File: src/rtl/link_align_controller_if.sv
// ----------------------------------------------------------------------------
// link_align_controller_if
//
// Groups the lane-side signals of the rx block-alignment controller.
//
//   activate         transceiver side -> controller : enable alignment
//   rx_header[0:5]   transceiver side -> controller : received block header,
//                                                     sync bits are [0:1]
//   rx_header_valid  transceiver side -> controller : rx_header meaningful
//   rx_slip          controller -> transceiver side : one-cycle slip request
//   locked           controller -> transceiver side : lane aligned
//   slip_count[0:15] controller -> transceiver side : slips since activation
//   state_dbg[2:0]   controller -> observer         : FSM state
//                    (0 IDLE, 1 HUNT, 2 SLIP, 3 WAIT, 4 LOCKED)
//
// Handshake: there is no backpressure. A header is consumed on every rising
// clock edge at which rx_header_valid is high; cycles with rx_header_valid
// low carry no header. rx_slip is a single-cycle request with no acknowledge.
//
// master : transceiver / stimulus side.   slave : the controller.
// ----------------------------------------------------------------------------
interface link_align_controller_if;
    logic        activate;
    logic [0:5]  rx_header;
    logic        rx_header_valid;
    logic        rx_slip;
    logic        locked;
    logic [0:15] slip_count;
    logic [2:0]  state_dbg;

    modport master (
        output activate,
        output rx_header,
        output rx_header_valid,
        input  rx_slip,
        input  locked,
        input  slip_count,
        input  state_dbg
    );

    modport slave (
        input  activate,
        input  rx_header,
        input  rx_header_valid,
        output rx_slip,
        output locked,
        output slip_count,
        output state_dbg
    );
endinterface

File: src/rtl/link_align_controller.sv
// ----------------------------------------------------------------------------
// link_align_controller
//
// Per-lane receive block-alignment controller. Watches the two sync bits of
// each received header, pulses rx_slip to the transceiver gearbox until the
// block boundary is found, declares lock after LOCK_COUNT consecutive good
// headers and drops lock when BAD_LIMIT bad headers are seen within one
// WINDOW of valid headers.
//
// Ports:
//   clock  lane rx clock
//   reset  asynchronous, active-high reset
//   bus    link_align_controller_if.slave
//            in : activate, rx_header[0:5], rx_header_valid
//            out: rx_slip, locked, slip_count[0:15], state_dbg[2:0]
//
// All outputs come straight from flops.
// ----------------------------------------------------------------------------
module link_align_controller #(
    parameter int LOCK_COUNT = 64,
    parameter int SLIP_WAIT  = 32,
    parameter int WINDOW     = 1024,
    parameter int BAD_LIMIT  = 16
) (
    input  logic                    clock,
    input  logic                    reset,
    link_align_controller_if.slave  bus
);

    localparam int GW = $clog2(LOCK_COUNT) + 1;
    localparam int WW = $clog2(SLIP_WAIT) + 1;
    localparam int HW = $clog2(WINDOW) + 1;
    localparam int BW = $clog2(BAD_LIMIT) + 1;

    // Counter values at which the *current* event is the terminal one.
    localparam logic [GW-1:0] GOOD_LAST = GW'(LOCK_COUNT - 1);
    localparam logic [WW-1:0] WAIT_LAST = WW'(SLIP_WAIT - 1);
    localparam logic [HW-1:0] HDR_LAST  = HW'(WINDOW - 1);
    localparam logic [BW-1:0] BAD_LAST  = BW'(BAD_LIMIT - 1);

    typedef enum logic [2:0] {
        ST_IDLE   = 3'd0,
        ST_HUNT   = 3'd1,
        ST_SLIP   = 3'd2,
        ST_WAIT   = 3'd3,
        ST_LOCKED = 3'd4
    } state_t;

    state_t          state_q;
    logic [GW-1:0]   good_cnt_q;
    logic [WW-1:0]   wait_cnt_q;
    logic [HW-1:0]   hdr_cnt_q;
    logic [BW-1:0]   bad_cnt_q;
    logic            rx_slip_q;
    logic            locked_q;
    logic [0:15]     slip_count_q;

    logic [1:0]      sync;
    logic            hdr_good;
    logic            hdr_bad;
    logic [0:15]     slip_count_d;

    // Sync field 01/10 marks a block boundary; 00/11 cannot occur on a
    // correctly aligned lane.
    always_comb begin
        sync         = bus.rx_header[0:1];
        hdr_good     = bus.rx_header_valid & (sync[1] ^ sync[0]);
        hdr_bad      = bus.rx_header_valid & ~(sync[1] ^ sync[0]);
        slip_count_d = (slip_count_q == 16'hFFFF) ? slip_count_q
                                                  : slip_count_q + 16'd1;
    end

    always_ff @(posedge clock or posedge reset) begin
        if (reset) begin
            state_q      <= ST_IDLE;
            good_cnt_q   <= '0;
            wait_cnt_q   <= '0;
            hdr_cnt_q    <= '0;
            bad_cnt_q    <= '0;
            rx_slip_q    <= 1'b0;
            locked_q     <= 1'b0;
            slip_count_q <= '0;
        end else if (!bus.activate) begin
            // Deactivation overrides every other transition.
            state_q      <= ST_IDLE;
            good_cnt_q   <= '0;
            wait_cnt_q   <= '0;
            hdr_cnt_q    <= '0;
            bad_cnt_q    <= '0;
            rx_slip_q    <= 1'b0;
            locked_q     <= 1'b0;
            slip_count_q <= '0;
        end else begin
            case (state_q)
                ST_IDLE: begin
                    state_q      <= ST_HUNT;
                    good_cnt_q   <= '0;
                    rx_slip_q    <= 1'b0;
                    locked_q     <= 1'b0;
                    slip_count_q <= '0;
                end

                ST_HUNT: begin
                    if (hdr_good) begin
                        if (good_cnt_q == GOOD_LAST) begin
                            state_q    <= ST_LOCKED;
                            locked_q   <= 1'b1;
                            good_cnt_q <= '0;
                            hdr_cnt_q  <= '0;
                            bad_cnt_q  <= '0;
                        end else begin
                            good_cnt_q <= good_cnt_q + 1'b1;
                        end
                    end else if (hdr_bad) begin
                        // rx_slip is raised on entry so it is high for
                        // exactly the SLIP cycle.
                        state_q      <= ST_SLIP;
                        good_cnt_q   <= '0;
                        rx_slip_q    <= 1'b1;
                        slip_count_q <= slip_count_d;
                    end
                end

                ST_SLIP: begin
                    state_q    <= ST_WAIT;
                    rx_slip_q  <= 1'b0;
                    wait_cnt_q <= '0;
                end

                ST_WAIT: begin
                    // Headers are ignored while the gearbox settles.
                    if (wait_cnt_q == WAIT_LAST) begin
                        state_q    <= ST_HUNT;
                        wait_cnt_q <= '0;
                        good_cnt_q <= '0;
                    end else begin
                        wait_cnt_q <= wait_cnt_q + 1'b1;
                    end
                end

                ST_LOCKED: begin
                    if (bus.rx_header_valid) begin
                        // Loss of lock is tested first so it beats the
                        // window wrap on the same header.
                        if (hdr_bad && (bad_cnt_q == BAD_LAST)) begin
                            state_q    <= ST_HUNT;
                            locked_q   <= 1'b0;
                            good_cnt_q <= '0;
                            hdr_cnt_q  <= '0;
                            bad_cnt_q  <= '0;
                        end else if (hdr_cnt_q == HDR_LAST) begin
                            hdr_cnt_q <= '0;
                            bad_cnt_q <= '0;
                        end else begin
                            hdr_cnt_q <= hdr_cnt_q + 1'b1;
                            if (hdr_bad) begin
                                bad_cnt_q <= bad_cnt_q + 1'b1;
                            end
                        end
                    end
                end

                default: begin
                    state_q   <= ST_IDLE;
                    rx_slip_q <= 1'b0;
                    locked_q  <= 1'b0;
                end
            endcase
        end
    end

    assign bus.rx_slip    = rx_slip_q;
    assign bus.locked     = locked_q;
    assign bus.slip_count = slip_count_q;
    assign bus.state_dbg  = state_q;

endmodule

File: src/flat_wrapper.sv
// flat-port wrapper written by rule: the top's interface ports become plain ports
module link_align_controller_flat 
#(
    parameter int LOCK_COUNT = 64,
    parameter int SLIP_WAIT  = 32,
    parameter int WINDOW     = 1024,
    parameter int BAD_LIMIT  = 16
)
  (clock, reset, bus_activate, bus_rx_header, bus_rx_header_valid, bus_rx_slip, bus_locked, bus_slip_count, bus_state_dbg);
  link_align_controller_if bus_i ();
  input  logic clock;
  input  logic reset;
  input wire logic [$bits(bus_i.activate)-1:0] bus_activate;
  input wire logic [$bits(bus_i.rx_header)-1:0] bus_rx_header;
  input wire logic [$bits(bus_i.rx_header_valid)-1:0] bus_rx_header_valid;
  output wire logic [$bits(bus_i.rx_slip)-1:0] bus_rx_slip;
  output wire logic [$bits(bus_i.locked)-1:0] bus_locked;
  output wire logic [$bits(bus_i.slip_count)-1:0] bus_slip_count;
  output wire logic [$bits(bus_i.state_dbg)-1:0] bus_state_dbg;
  assign bus_i.activate = bus_activate;
  assign bus_i.rx_header = bus_rx_header;
  assign bus_i.rx_header_valid = bus_rx_header_valid;
  assign bus_rx_slip = bus_i.rx_slip;
  assign bus_locked = bus_i.locked;
  assign bus_slip_count = bus_i.slip_count;
  assign bus_state_dbg = bus_i.state_dbg;
  link_align_controller #(.LOCK_COUNT(LOCK_COUNT), .SLIP_WAIT(SLIP_WAIT), .WINDOW(WINDOW), .BAD_LIMIT(BAD_LIMIT)) u_core (.clock(clock), .reset(reset), .bus(bus_i));
endmodule
File: config.mk
export PLATFORM = sky130hd
export DESIGN_NAME = link_align_controller_flat
export DESIGN_NICKNAME = d
export VERILOG_FILES = /design/src/rtl/link_align_controller_if.sv /design/src/rtl/link_align_controller.sv /design/src/flat_wrapper.sv
export SDC_FILE = /design/constraint.sdc
export NUM_CORES = 1
export LEC_CHECK = 0
export CAP_MARGIN = 40
export CORE_MARGIN = 2
export CORE_UTILIZATION = 61
export DETAILED_ROUTE_END_ITERATION = 16
export MAX_ROUTING_LAYER = met4
export PLACE_DENSITY = 0.88
export REMOVE_ABC_BUFFERS = 1
export SLEW_MARGIN = 40
export SYNTH_ARGS = -nofsm -noshare
export SYNTH_HDL_FRONTEND = slang
export SYNTH_SLANG_ARGS = --single-unit
File: constraint.sdc
create_clock -name clock -period 3 [get_ports clock]
set_clock_uncertainty 0.05 [all_clocks]
set_input_delay 0.6 -clock clock [delete_from_list [all_inputs] [get_ports clock]]
set_output_delay 0.6 -clock clock [all_outputs]
set_load 0.01 [all_outputs]
; ---- Word level (Yosys, flattened, before mapping)
; Cells that the tools add are included.
; W data, S select, Z words.
[totals]
out_inout_bits = 21
word_cells = 103
input_bits = 10
register_bits = 50
[op_classes]
n_mux = 49
eq_ne = 26
reduce_logical = 11
n_addsub = 5
bitwise_logic = 4
[ops]
columns = cell, count
row1 = $mux W11, 6
row2 = $mux W16, 4
row3 = $mux W7, 7
row4 = $mux W5, 7
row5 = $pmux W16 S2, 1
row6 = $pmux W7 S4, 1
row7 = $pmux W11 S2, 1
row8 = $mux W3, 7
row9 = $reduce_and A5 Y1, 4
row10 = $add A16 B1 Y16 const B, 1
row11 = $eq A16 B16 Y1 const B, 1
row12 = $ne A3 B2 Y1 const B, 5
row13 = $pmux W3 S5, 1
row14 = $mux W6, 2
row15 = $pmux W6 S2, 1
row16 = $add A11 B1 Y11 const B, 1
row17 = $eq A11 B10 Y1 const B, 1
row18 = $pmux W5 S2, 1
row19 = $ne A3 B1 Y1 const B, 3
row20 = $ne A3 B3 Y1 const B, 3
row21 = $mux W1, 8
row22 = $reduce_and A4 Y1, 2
row23 = $add A7 B1 Y7 const B, 1
row24 = $eq A7 B6 Y1 const B, 1
row25 = 21 further kinds, 25

; ---- Logic depth before layout (Yosys ltp)
; Gate-level depths: netlist of run 1.
[logic_depth]
ltp_word = 9
depth_mapped = 9
mapped_depth_nobuf = 8

; ---- Least setup slack after synthesis of run 1
; No wires, ideal clock.
[synth_path]
kind = register to register
startpoint = reg u_core.bad_cnt_q[0]
endpoint = reg u_core.hdr_cnt_q[5]
setup_ns = 0.069
arrival_time_ns = 1.881
path_slack_ns = 1.000
path_buffers = 0
path_stages_with_launch = 9
synth_period_minus_slack_ns = 2.000
required_time_ns = 2.881
cell_sequence = dfrtp_1 ha_1 and3_1 ha_1 nand2_1 o2111a_1 nand2_1 or4_1 nand3_1
[synth_via]
elab_chain_len = 6
[synth_lines]
columns = element, line_no
row1 = from (decl), link_align_controller.sv:53  ; logic [BW-1:0] bad_cnt_q;
row2 = from (signal assigned), link_align_controller.sv:157  ; bad_cnt_q <= bad_cnt_q + 1'b1;
row3 = $eq A5 B4 Y1, link_align_controller.sv:145  ; if (hdr_bad && (bad_cnt_q == BAD_LAST)) begin
row4 = $logic_and A1 B1 Y1, link_align_controller.sv:145
row5 = $mux W11, link_align_controller.sv:145
row6 = $mux W11, link_align_controller.sv:142  ; if (bus.rx_header_valid) begin
row7 = $pmux W11 S2, link_align_controller.sv:94  ; case (state_q)
row8 = $mux W11, link_align_controller.sv:83  ; end else if (!bus.activate) begin
row9 = to (signal assigned), link_align_controller.sv:155  ; hdr_cnt_q <= hdr_cnt_q + 1'b1;
row10 = to (decl), link_align_controller.sv:52  ; logic [HW-1:0] hdr_cnt_q;
; No other way between the ends. The select of a mux whose other input is x is not followed.
; A chain may end at the register's enable or synchronous reset.

; ---- Final worst setup path of run 1
[layout_path]
startpoint = in bus_rx_header[4]
endpoint = reg u_core.slip_count_q (netlist bit u_core.bus.slip_count[4])
[layout_via]
elab_chain_len = 5
elab_cells_between_ends = 7
cone_classes = eq/ne (2) / bitwise (4) / reduce/logical (1)
[layout_lines]
columns = element, line_no
row1 = from (decl), flat_wrapper.sv:14  ; input wire logic [$bits(bus_i.rx_header)-1:0] bus_rx_header;
row2 = $xor A1 B1 Y1 (*), "link_align_controller.sv:67, link_align_controller.sv:68"
row3 = $not A1 Y1, link_align_controller.sv:68  ; hdr_bad = bus.rx_header_valid & ~(sync[1] ^ sync[0]);
row4 = $and A1 B1 Y1, link_align_controller.sv:68
row5 = $ne A3 B2 Y1 (no source line), n/a
row6 = $reduce_and A4 Y1 (no source line) (*), n/a
row7 = to (signal assigned), link_align_controller.sv:120  ; slip_count_q <= slip_count_d;
row8 = to (decl), link_align_controller.sv:56  ; logic [0:15] slip_count_q;
; Mark *: on every way between the ends. The rest lies on a longest branch, timed or not.

==> summary.txt, run 1 <==
Setup path
  • CP Launch Type: input pin
  • Crit Path Category: input pin to register
  • R2R depth: 8
  • Crit path cell chain: clkdlybuf4s50_1, xnor2_1, a21oi_1, nor3_1, a211oi_1, a31o_1
  • Maximum net fanout on the critical path: 6
  • CP max stage delay: 0.48 ns
  • Critical-path top delay cell: clkdlybuf4s50_1
  • R2R Setup Slk: 0.76 ns
  • Reg-to-Reg Start: u_core.bad_cnt_q[0]$_DFFE_PP0P_
  • Worst setup startpoint: bus_rx_header[4]
  • Worst setup EP type: register
  • FF-to-FF End: u_core.hdr_cnt_q[8]$_DFFE_PP0P_
  • Worst EP required: 3.14 ns
  • Worst Path Arrival: 2.64 ns

Power
  • Lkg Pwr: 0.00145 uW
  • Overall Power: 1410 uW
  • Worst vdd ir: 0.000264 V
  • Pwr dens: 417 nW/um^2

Global routing
  • First-pass GRT wire length: 11300 um
  • Vias in the first global route: 2532
  • Pin count of the biggest net entering global routing: 24
  • Total GRT Usage: 0.280
  • Grt total ovfl: 0
  • Initial antenna violation count: 0

Clock network
  • CTS buffer count: 5
  • Reg clk slew, reported paths: 0.10 ns
  • Hold Buf Count CTS: 0
  • Clock Path Buffers: 2
  • Skew-Pair Late Insertion Delay: 0.31 ns
  • Clk root buf: clkbuf_8
  • Buffer count from post-CTS setup fixing: 0
  • CTS tree: built
  • Htree depth: 2
  • Clk sink count: 50
  • Post-cts resize count: 0

Synth
  • Prevailing post-synth register cell: dfrtp_1
  • Post-synth EDFFs: 0
  • Simple logic cell fraction of the synthesized area: 0.282
  • Synth Register Bits: 50
  • Combinational family with the most area after synthesis: simple AND/OR/NAND/NOR gates
  • Synth Area in XOR/XNOR: 0.0268
  • Synth Area in Compound Gates: 0.191
  • Post-synth cell types: 57
  • Yosys top cell area share: 0.432
  • Synth area leaders: dfrtp_1 (43%), nand2_1 (5.2%), o21ai_0 (4.3%), nor2_1 (3.9%), nand3_1 (3.5%)
  • Synthesized cell area: 2890 um^2
  • Post-synthesis mux area share: 0.0138
  • Post-Syn Area per Cell: 9.10 um^2
  • Adder-cell area share of the yosys netlist: 0.0259
  • Synth async-reset ratio: 1.00
  • Ys Warns: 0
  • Synth area leader: dfrtp_1
  • Syn Inst Count: 318
  • Post-synthesis sequential area ratio: 0.432

Die
  • I/O pins: 31
  • Die area: 5310 um^2
  • Die Y: 72.9 um
  • Die Wd: 72.9 um
  • Core Rows: 25
  • Area of the core: 4660 um^2
  • Initial Utilization: 0.621

Detailed routing
  • WL/cell: 16.5 um
  • Post-route ant nets: 0
  • Final wirelength: 6710 um
  • First-pass DRT Iterations: 5
  • Post-route DRC violation count: 0
  • Vias: 2677
  • Drt via density: 6.59
  • Iteration-0 DRC Markers: 251

Hold path
  • HP Start: u_core.bus.locked$_DFFE_PP0P_
  • HP Class: register to register
  • Hold path depth: 2
  • WHS Endpoint: u_core.bus.locked$_DFFE_PP0P_

Run
  • Max cap viols: 0

Cells and area
  • Nets: 367
  • Number of diodes: 0
  • Area Growth Syn to Fin: 16.8%
  • Share of cells above drive strength 1: 0.0852
  • Commonest non-fill, non-tap cells in the layout: dfrtp_1 (50), nand2_1 (40), nor2_1 (30), clkdlybuf4s50_1 (26), o21ai_0 (25)
  • Commonest non-fill, non-tap cell in the layout: dfrtp_1

STA
  • Minimum clock period: 2.50 ns
  • Worst slew pin tran: 0.658 ns
  • RSZ-0062 raised after global routing: false
  • Final Cycle Share: 0.833
  • Relative slew slack: 0.559
  • Fin. Hold Viols: 0
  • Max-slew violations: 0
  • F_max: 400 MHz
  • Final Setup Violations: 0
  • Setup_tns: 0 ns

Placement
  • Hpwl dp: 4870 um
  • PortBufs: 26
  • RD Place Congestion: 0.924

Outcome
  • Status: finished clean
==> flip-flops by register name, summed over array words and instances (netlist names) <==
name and cells:
u_core.wait_cnt_q 6, u_core.bus.locked 1, u_core.good_cnt_q 7, u_core.bus.rx_slip 1
u_core.bad_cnt_q 5, u_core.hdr_cnt_q 11, u_core.bus.slip_count 16, u_core.bus.state_dbg 3
==> cells in the mapped netlist, drive strengths merged, types with 2 or more instances <==
| cell type | number |
|---|---|
| dfrtp | 50 |
| mux2i | 4 |
| o31ai | 5 |
| a21o | 6 |
| o21ai | 28 |
| or3 | 6 |
| a31oi | 5 |
| nand3 | 20 |
| a22o | 4 |
| nor3 | 8 |
| inv | 9 |
| buf | 6 |
| nand2 | 40 |
| a211oi | 3 |
| nand3b | 5 |
| or4 | 5 |
| a21oi | 12 |
| ha | 6 |
| xnor2 | 7 |
| or2 | 3 |
| o2111ai | 2 |
| clkbuf | 3 |
| o41ai | 3 |
| nor2 | 30 |
| o211ai | 4 |
| nor4 | 6 |
| and2 | 2 |
| nand4 | 10 |
| o21a | 2 |
| and3 | 4 |
| nor2b | 4 |
==> how the worst max path moves through the flow <==
stage	slack (ns)	depth (start not counted)	endpoint
finish	0.50	6	u_core.bus.slip_count[4]$_DFFE_PP0P_
global route	0.40	6	u_core.bus.slip_count[4]$_DFFE_PP0P_
CTS	0.53	6	u_core.bus.slip_count[4]$_DFFE_PP0P_
detailed placement	0.22	6	u_core.bus.slip_count[5]$_DFFE_PP0P_
global placement	0.27	6	u_core.bus.slip_count[4]$_DFFE_PP0P_
floorplan	0.85	8	u_core.bad_cnt_q[1]$_DFFE_PP0P_
==> logic make-up (layout without fill, tap and decap cells) <==
family	after synthesis	after routing
AND/OR/NAND/NOR	150	150
AO/OA/AOI/OAI	82	82
flip-flops	50	50
buffers and inverters	18	52
XOR/XNOR	8	8
adder cells (fa/ha/maj)	6	6
multiplexers	4	4
==> cell type report <==
cell class                      count  area (um^2)
Multi-Input combinational cell    250         1560
Tap cell                           54         67.6
Clock buffer                        5         68.8
Fill cell                         342         1280
Clock inverter                      3         68.8
Timing Repair Buffer               35          328
Inverter                            9         33.8
Sequential cell                    50         1250
==> metrics by stage <==
step	instance area, um^2	utilization	cells	hold slack, ns	worst slack [ns]
floorplan	2850	-	309	0.395	0.846
global placement	3240	0.696	398	0.410	0.274
detailed placement	3240	0.696	398	0.409	0.224
CTS	3380	0.725	406	0.433	0.529
global route	3380	0.725	406	0.460	0.399
finish	3380	0.725	406	0.441	0.502
==> per-layer routing <==
layer	GRT usage	vias to the layer above	share of wire
met2	0.465	114	0.50
met3	0.0497	11	0.053
met1	0.350	1301	0.43
met4	0.0844	0	0.013
met5	-	-	0
li1	-	1251	-
==> power breakdown <==
part | internal, uW | switching (uW)
Combinational | 51.3 | 91.7
Clock | 334 | 233
Sequential | 680 | 19.7
==> worst max-delay path: cells and delay by family <==
kind                      cells  cell delay, ns
AOI/OAI and AO/OA             3            0.65
buffers and inverters         1            0.48
and+or+nand+nor               1            0.47
xor gates and xnor gates      1            0.43
Note: power is estimated with default switching activity, not from simulation.
==> run 2: changes to the inputs <==
--- a/config.mk
+++ b/config.mk
@@ -7,10 +7,10 @@
 export LEC_CHECK = 0
 export CAP_MARGIN = 40
 export CORE_MARGIN = 2
-export CORE_UTILIZATION = 61
+export CORE_UTILIZATION = 57
 export DETAILED_ROUTE_END_ITERATION = 16
 export MAX_ROUTING_LAYER = met4
-export PLACE_DENSITY = 0.88
+export PLACE_DENSITY = 0.83
 export REMOVE_ABC_BUFFERS = 1
 export SLEW_MARGIN = 40
 export SYNTH_ARGS = -nofsm -noshare
==> constraint.sdc (replaced) <==
create_clock -name clock -period 2.5 [get_ports clock]
set_clock_uncertainty 0.05 [all_clocks]
set_input_delay 0.5 -clock clock [delete_from_list [all_inputs] [get_ports clock]]
set_output_delay 0.5 -clock clock [all_outputs]
set_load 0.01 [all_outputs]
==> run 2 against run 1 <==
First-iteration DRC count is 26% higher; die area is 6.6% higher; combinational power is 44% higher; non-clock buffer count is 19 higher; global-route usage is 0.53 points higher; cell count is 7.9% higher; total power is 9.9% higher; largest power group unchanged.
==> summary.txt, run 2 (synthesis gave the netlist of run 1 again) <==
Outcome
  • Status: finished clean

Setup path
  • Crit Path Category: input pin to register
  • Worst setup EP type: register
  • Critical-path top delay cell: clkdlybuf4s50_1
  • Buffer and inverter count on the worst path: 1 (unchanged)
  • Worst Path Arrival: 2.40 ns (-0.24 ns)
  • Maximum net fanout on the critical path: 6 (unchanged)
  • Worst EP required: 2.63 ns (-0.51 ns)
  • CP max stage delay: 0.44 ns (-0.04 ns)
  • Critical path's top delay family: compound AO/OA/AOI/OAI gates
  • CP Launch Type: input pin
  • Crit path cell chain: clkdlybuf4s50_1, xnor2_1, a21oi_1, or2_4, o311ai_0, o41ai_1

Detailed routing
  • First-pass DRT Iterations: 5 (unchanged)
  • Final wirelength: 7200 um (+7.2%)
  • WL/cell: 16.4 um (-0.59%)
  • Drt via density: 6.29 (-4.6%)
  • Post-route DRC violation count: 0 (unchanged)
  • Iteration-0 DRC Markers: 316 (+26%)
  • Vias: 2756 (+3.0%)
  • Post-route ant nets: 0 (unchanged)

Placement
  • Dpl cells: 430 (+8.0%)
  • DP Area: 3430 um^2 (+5.7%)
  • RD Place Congestion: 0.914 (-1.0%)
  • Hpwl dp: 5140 um (+5.5%)
  • PortBufs: 26 (unchanged)

Cells and area
  • Multi-input gate area: 1560 um^2 (unchanged)
  • Area Growth Syn to Fin: 21.5%
  • Nets: 386 (+5.2%)
  • Share of cells above drive strength 1: 0.129 (+0.0442)
  • Fillers: 369 (+7.9%)
  • Finished Core Util: 0.730 (+0.00503)
  • Commonest non-fill, non-tap cells in the layout: dfrtp_1 (50), nand2_1 (40), nor2_1 (30), clkdlybuf4s50_1 (26), buf_4 (26)
  • Number of diodes: 0 (unchanged)
  • Post-route cell area: 3520 um^2 (+4.1%)
  • Register area: 1250 um^2 (unchanged)
  • Final Instance Count excl. Fillers: 438 (+7.9%)
  • Commonest non-fill, non-tap cell in the layout: dfrtp_1
  • Max FFs per register: 16 (unchanged)

Global routing
  • Initial antenna violation count: 0 (unchanged)
  • Grt total ovfl: 0 (unchanged)
  • Total GRT Usage: 0.285 (+0.00529)
  • First-pass GRT wire length: 12000 um (+5.7%)
  • Pin count of the biggest net entering global routing: 51 (+110%)
  • Vias in the first global route: 2592 (+2.4%)

Clock network
  • Post-cts resize count: 0 (unchanged)
  • Clock Path Buffers: 2 (unchanged)
  • Clk root buf: clkbuf_8
  • CTS tree: built
  • Clk sink count: 50 (unchanged)
  • Buffer count from post-CTS setup fixing: 0 (unchanged)
  • Skew-Pair Late Insertion Delay: 0.31 ns (about the same)
  • Hold Buf Count CTS: 0 (unchanged)
  • Reg clk slew, reported paths: 0.10 ns (about the same)
  • CTS buffer count: 5 (unchanged)
  • Htree depth: 2 (unchanged)

Power
  • Comb pwr share: 0.133 (+0.032)
  • Clock share of power: 0.325 (-0.077)
  • Lkg Pwr: 0.00153 uW (+5.7%)
  • Net Switching: 421 uW (+22%)
  • Sequential Power Share: 0.542 (+0.046)
  • Pwr dens: 441 nW/um^2 (+5.6%)
  • Worst vdd ir: 0.000439 V (+66%)
  • Int Pwr: 1130 uW (+5.9%)
  • Switching share of power: 0.272 (+0.0276)

Run
  • Max cap viols: 0 (unchanged)

STA
  • F_max: 442 MHz
  • RSZ-0062 raised after global routing: false
  • Relative slew slack: 0.610 (+0.0509)
  • Setup_tns: 0 ns (unchanged)
  • Fin. Hold Viols: 0 (unchanged)
  • Final Cycle Share: 0.906
  • Final Setup Violations: 0 (unchanged)
  • Worst slew pin tran: 0.578 ns (-0.0799 ns)
  • Minimum clock period: 2.26 ns
  • WHS: 0.438 ns (-0.00318 ns)
  • Max-slew violations: 0 (unchanged)

Die
  • I/O pins: 31 (unchanged)
  • Die Wd: 75.3 um (+3.3%)
  • Core Rows: 25 (unchanged)
  • Initial Utilization: 0.601 (-0.0202)
  • Die Y: 75.3 um (+3.3%)
  • Area of the core: 4820 um^2 (+3.4%)
  • Die area: 5660 um^2 (+6.6%)

Hold path
  • HP Class: register to register
## run 2: stage by stage
stage          power [uW]  worst slack, ns
3_5_place_dp         1060          -0.0367
3_3_place_gp         1050           0.0307
4_1_cts              1550            0.257
5_1_grt              1610            0.103
6_report             1550            0.235
2_1_floorplan         950            0.346
## run 2: worst min-delay path: stages (launching register included)
cell and delay, ns:
dfrtp_1 0.35, nand2_1 0.05, nand2_1 0.05
## run 2: layer usage
metal / vias up / track usage / part of all wire
li1: 1294 / - / -
met1: 1328 / 0.343 / 0.41
met2: 116 / 0.477 / 0.51
met3: 18 / 0.0576 / 0.061
met4: 0 / 0.101 / 0.020
met5: - / - / 0
## run 2: final timing paths
| path | start | end | slack [ns] | depth (start not counted) |
|---|---|---|---|---|
| worst min-delay path | u_core.bus.locked$_DFFE_PP0P_ | u_core.bus.locked$_DFFE_PP0P_ | 0.44 | 2 |
| worst max-delay path | bus_rx_header[4] | u_core.bus.slip_count[5]$_DFFE_PP0P_ | 0.24 | 6 |
| worst max register to register | u_core.bad_cnt_q[0]$_DFFE_PP0P_ | u_core.hdr_cnt_q[5]$_DFFE_PP0P_ | 0.27 | 8 |
| min in group asynchronous | reset | u_core.bus.slip_count[2]$_DFFE_PP0P_ | 0.49 | 3 |
| max in group asynchronous | reset | u_core.good_cnt_q[3]$_DFFE_PP0P_ | 1.67 | 3 |
| worst min register to register | u_core.bus.locked$_DFFE_PP0P_ | u_core.bus.locked$_DFFE_PP0P_ | 0.44 | 2 |
## run 2: power groups by stage
stage	sequential (uW)	combinational (uW)	clock (uW)
6_report	840	206	504
5_1_grt	842	226	541
4_1_cts	839	205	507
3_5_place_dp	855	203	0
2_1_floorplan	851	98.5	0
3_3_place_gp	855	197	0
## run 2: layout make-up
class,count,area share
multi-input combinational,250,0.444
tap,67,0.0238
clock buffer,7,0.0245
sequential,50,0.356
clock inverter,1,0.00142
timing repair buffer,54,0.141
inverter,9,0.00961
==> run 3: changes to the inputs <==
--- a/config.mk
+++ b/config.mk
@@ -6,11 +6,13 @@
 export NUM_CORES = 1
 export LEC_CHECK = 0
 export CAP_MARGIN = 40
+export CELL_PAD_IN_SITES_DETAIL_PLACEMENT = 1
+export CELL_PAD_IN_SITES_GLOBAL_PLACEMENT = 1
 export CORE_MARGIN = 2
-export CORE_UTILIZATION = 57
+export CORE_UTILIZATION = 43
 export DETAILED_ROUTE_END_ITERATION = 16
 export MAX_ROUTING_LAYER = met4
-export PLACE_DENSITY = 0.83
+export PLACE_DENSITY = 0.82
 export REMOVE_ABC_BUFFERS = 1
 export SLEW_MARGIN = 40
 export SYNTH_ARGS = -nofsm -noshare
==> run 3 against run 2 <==
Clock power up 2%; non-clock buffer count up 8; critical path depth unchanged; first-iteration DRC count down 71%; cell area up 1.8%; largest power group unchanged; critical endpoint is now u_core.bus.slip_count[14]$_DFFE_PP0P_; setup slack better by 0.059 ns; combinational power up 11%; total power up 1.6%; maximum frequency up 2.7%.
==> summary.txt, run 3 (synthesis gave the netlist of run 1 again) <==
Outcome
  • Status: finished clean

Power
  • Net Switching: 439 uW (+4.2%)
  • Sequential Power Share: 0.528 (-0.014)
  • Worst vdd ir: 0.000307 V (-30%)
  • Int Pwr: 1140 uW (+0.61%)
  • Pwr dens: 440 nW/um^2 (-0.24%)
  • Clock share of power: 0.327 (+0.002)
  • Lkg Pwr: 0.00156 uW (+2.3%)
  • Comb pwr share: 0.146 (+0.013)
  • Switching share of power: 0.279 (+0.00692)
  • Overall Power: 1570 uW (+1.6%)

Setup path
  • CP Launch Type: register
  • Crit path cell chain: ha_1, nand4_1, nor4_1, o31a_1, nand2_1, o21ai_0
  • Maximum net fanout on the critical path: 7 (+1)
  • Crit Path Category: register to register
  • Critical path's top delay family: simple AND/OR/NAND/NOR gates
  • Worst Path Arrival: 2.39 ns (about the same)
  • Buffer and inverter count on the worst path: 0 (-1)
  • CP max stage delay: 0.52 ns (+0.08 ns)
  • Worst EP required: 2.68 ns (+0.05 ns)
  • Worst setup EP type: register
  • Critical-path top delay cell: nor4_1

Clock network
  • Htree depth: 2 (unchanged)
  • Clock Path Buffers: 2 (unchanged)
  • CTS tree: built
  • Post-cts resize count: 0 (unchanged)
  • Hold Buf Count CTS: 0 (unchanged)
  • Buffer count from post-CTS setup fixing: 0 (unchanged)
  • Clk root buf: clkbuf_8
  • Skew-Pair Late Insertion Delay: 0.32 ns (about the same)
  • Reg clk slew, reported paths: 0.10 ns (about the same)
  • Clk sink count: 50 (unchanged)
  • CTS buffer count: 5 (unchanged)

Global routing
  • Vias in the first global route: 2929 (+13%)
  • Pin count of the biggest net entering global routing: 29 (-43%)
  • Initial antenna violation count: 0 (unchanged)
  • Grt total ovfl: 0 (unchanged)
  • First-pass GRT wire length: 14400 um (+20%)
  • Total GRT Usage: 0.251 (-0.0338)

Detailed routing
  • First-pass DRT Iterations: 4 (-1)
  • Vias: 2756 (unchanged)
  • Post-route DRC violation count: 0 (unchanged)
  • Final wirelength: 8260 um (+15%)
  • Post-route ant nets: 0 (unchanged)
  • Drt via density: 6.04 (-3.9%)
  • Iteration-0 DRC Markers: 91 (-71%)
  • WL/cell: 18.1 um (+10%)

Cells and area
  • Number of diodes: 0 (unchanged)
  • Fillers: 749 (+100%)
  • Commonest non-fill, non-tap cells in the layout: dfrtp_1 (50), nand2_1 (40), buf_4 (35), nor2_1 (30), clkdlybuf4s50_1 (26)
  • Nets: 394 (+2.1%)
  • Final Instance Count excl. Fillers: 456 (+4.1%)
  • Commonest non-fill, non-tap cell in the layout: dfrtp_1
  • Area Growth Syn to Fin: 23.7%
  • Max FFs per register: 16 (unchanged)
  • Share of cells above drive strength 1: 0.150 (+0.0210)

Run
  • Max cap viols: 0 (unchanged)

Die
  • Core Rows: 29 (+16%)
  • Area of the core: 6420 um^2 (+33%)
  • Die Wd: 86.0 um (+14%)
  • I/O pins: 31 (unchanged)
  • Die Y: 86.0 um (+14%)
  • Initial Utilization: 0.451 (-0.150)
  • Die area: 7400 um^2 (+31%)

STA
  • F_max: 453 MHz (+2.7%)
  • Relative slew slack: 0.577 (-0.0328)
  • Worst slew pin tran: 0.634 ns (+0.0562 ns)
  • Final Cycle Share: 0.882 (-0.0237)
  • Fin. Hold Viols: 0 (unchanged)
  • Setup_tns: 0 ns (unchanged)
  • Final Setup Violations: 0 (unchanged)
  • RSZ-0062 raised after global routing: false
  • Max-slew violations: 0 (unchanged)
  • Minimum clock period: 2.21 ns (-0.0593 ns)

Placement
  • PortBufs: 26 (unchanged)
  • Dpl cells: 448 (+4.2%)
  • Hpwl dp: 6300 um (+23%)
  • RD Place Congestion: 0.903 (-1.3%)

Hold path
  • HP Class: register to register
-- run 3: cell count changes in the layout (fill, tap and decap cells not counted) --
| cell | before | now |
|---|---|---|
| clkbuf_1 | 1 | 0 |
| clkinvlp_4 | 0 | 1 |
| buf_4 | 26 | 35 |
| buf_12 | 2 | 1 |
-- run 3: cell type report --
| cell class | count | area, um^2 | area share |
|---|---|---|---|
| Inverter | 9 | 33.8 | 0.00943 |
| Clock inverter | 2 | 12.5 | 0.00349 |
| Sequential cell | 50 | 1250 | 0.349 |
| Timing Repair Buffer | 62 | 543 | 0.152 |
| Clock buffer | 6 | 82.6 | 0.0231 |
| Tap cell | 77 | 96.3 | 0.0269 |
| Multi-Input combinational cell | 250 | 1560 | 0.436 |
-- run 3: metrics by stage --
step	worst slack, ns	utilization	hold slack, ns	instance area (um^2)
after floorplan	0.346	-	0.395	2850
after global placement	0.0407	0.543	0.410	3490
after detailed placement	-0.000597	0.543	0.424	3490
after CTS	0.266	0.558	0.446	3580
after global routing	0.104	0.558	0.465	3580
final	0.294	0.558	0.447	3580
-- run 3: routing by layer --
metal	global-route usage	up-vias	routed length, um	part of all wire
met5	-	-	0	0
li1	-	1301	-	-
met3	0.0423	10	232	0.028
met1	0.294	1401	3510	0.43
met4	0.0664	0	99	0.012
met2	0.445	44	4410	0.53
-- run 3: final timing paths --
path                            slack (ns)                                  start  depth (start not counted)                                    end
worst max register to register        0.29  u_core.bus.slip_count[15]$_DFFE_PP0P_                          6  u_core.bus.slip_count[14]$_DFFE_PP0P_
worst min-delay path                  0.45       u_core.good_cnt_q[6]$_DFFE_PP0P_                          1       u_core.good_cnt_q[6]$_DFFE_PP0P_
worst min register to register        0.45       u_core.good_cnt_q[6]$_DFFE_PP0P_                          1       u_core.good_cnt_q[6]$_DFFE_PP0P_
worst max-delay path                  0.29  u_core.bus.slip_count[15]$_DFFE_PP0P_                          6  u_core.bus.slip_count[14]$_DFFE_PP0P_
min in group asynchronous             0.53                                  reset                          2        u_core.hdr_cnt_q[9]$_DFFE_PP0P_
max in group asynchronous             1.31                                  reset                          3        u_core.bad_cnt_q[2]$_DFFE_PP0P_
-- run 3: power by group through the flow --
stage	clock network (uW)	registers [uW]	logic [uW]
floorplan	0	851	98.5
CTS	527	830	231
global placement	0	845	221
finish	515	831	229
global route	551	833	255
detailed placement	0	846	229
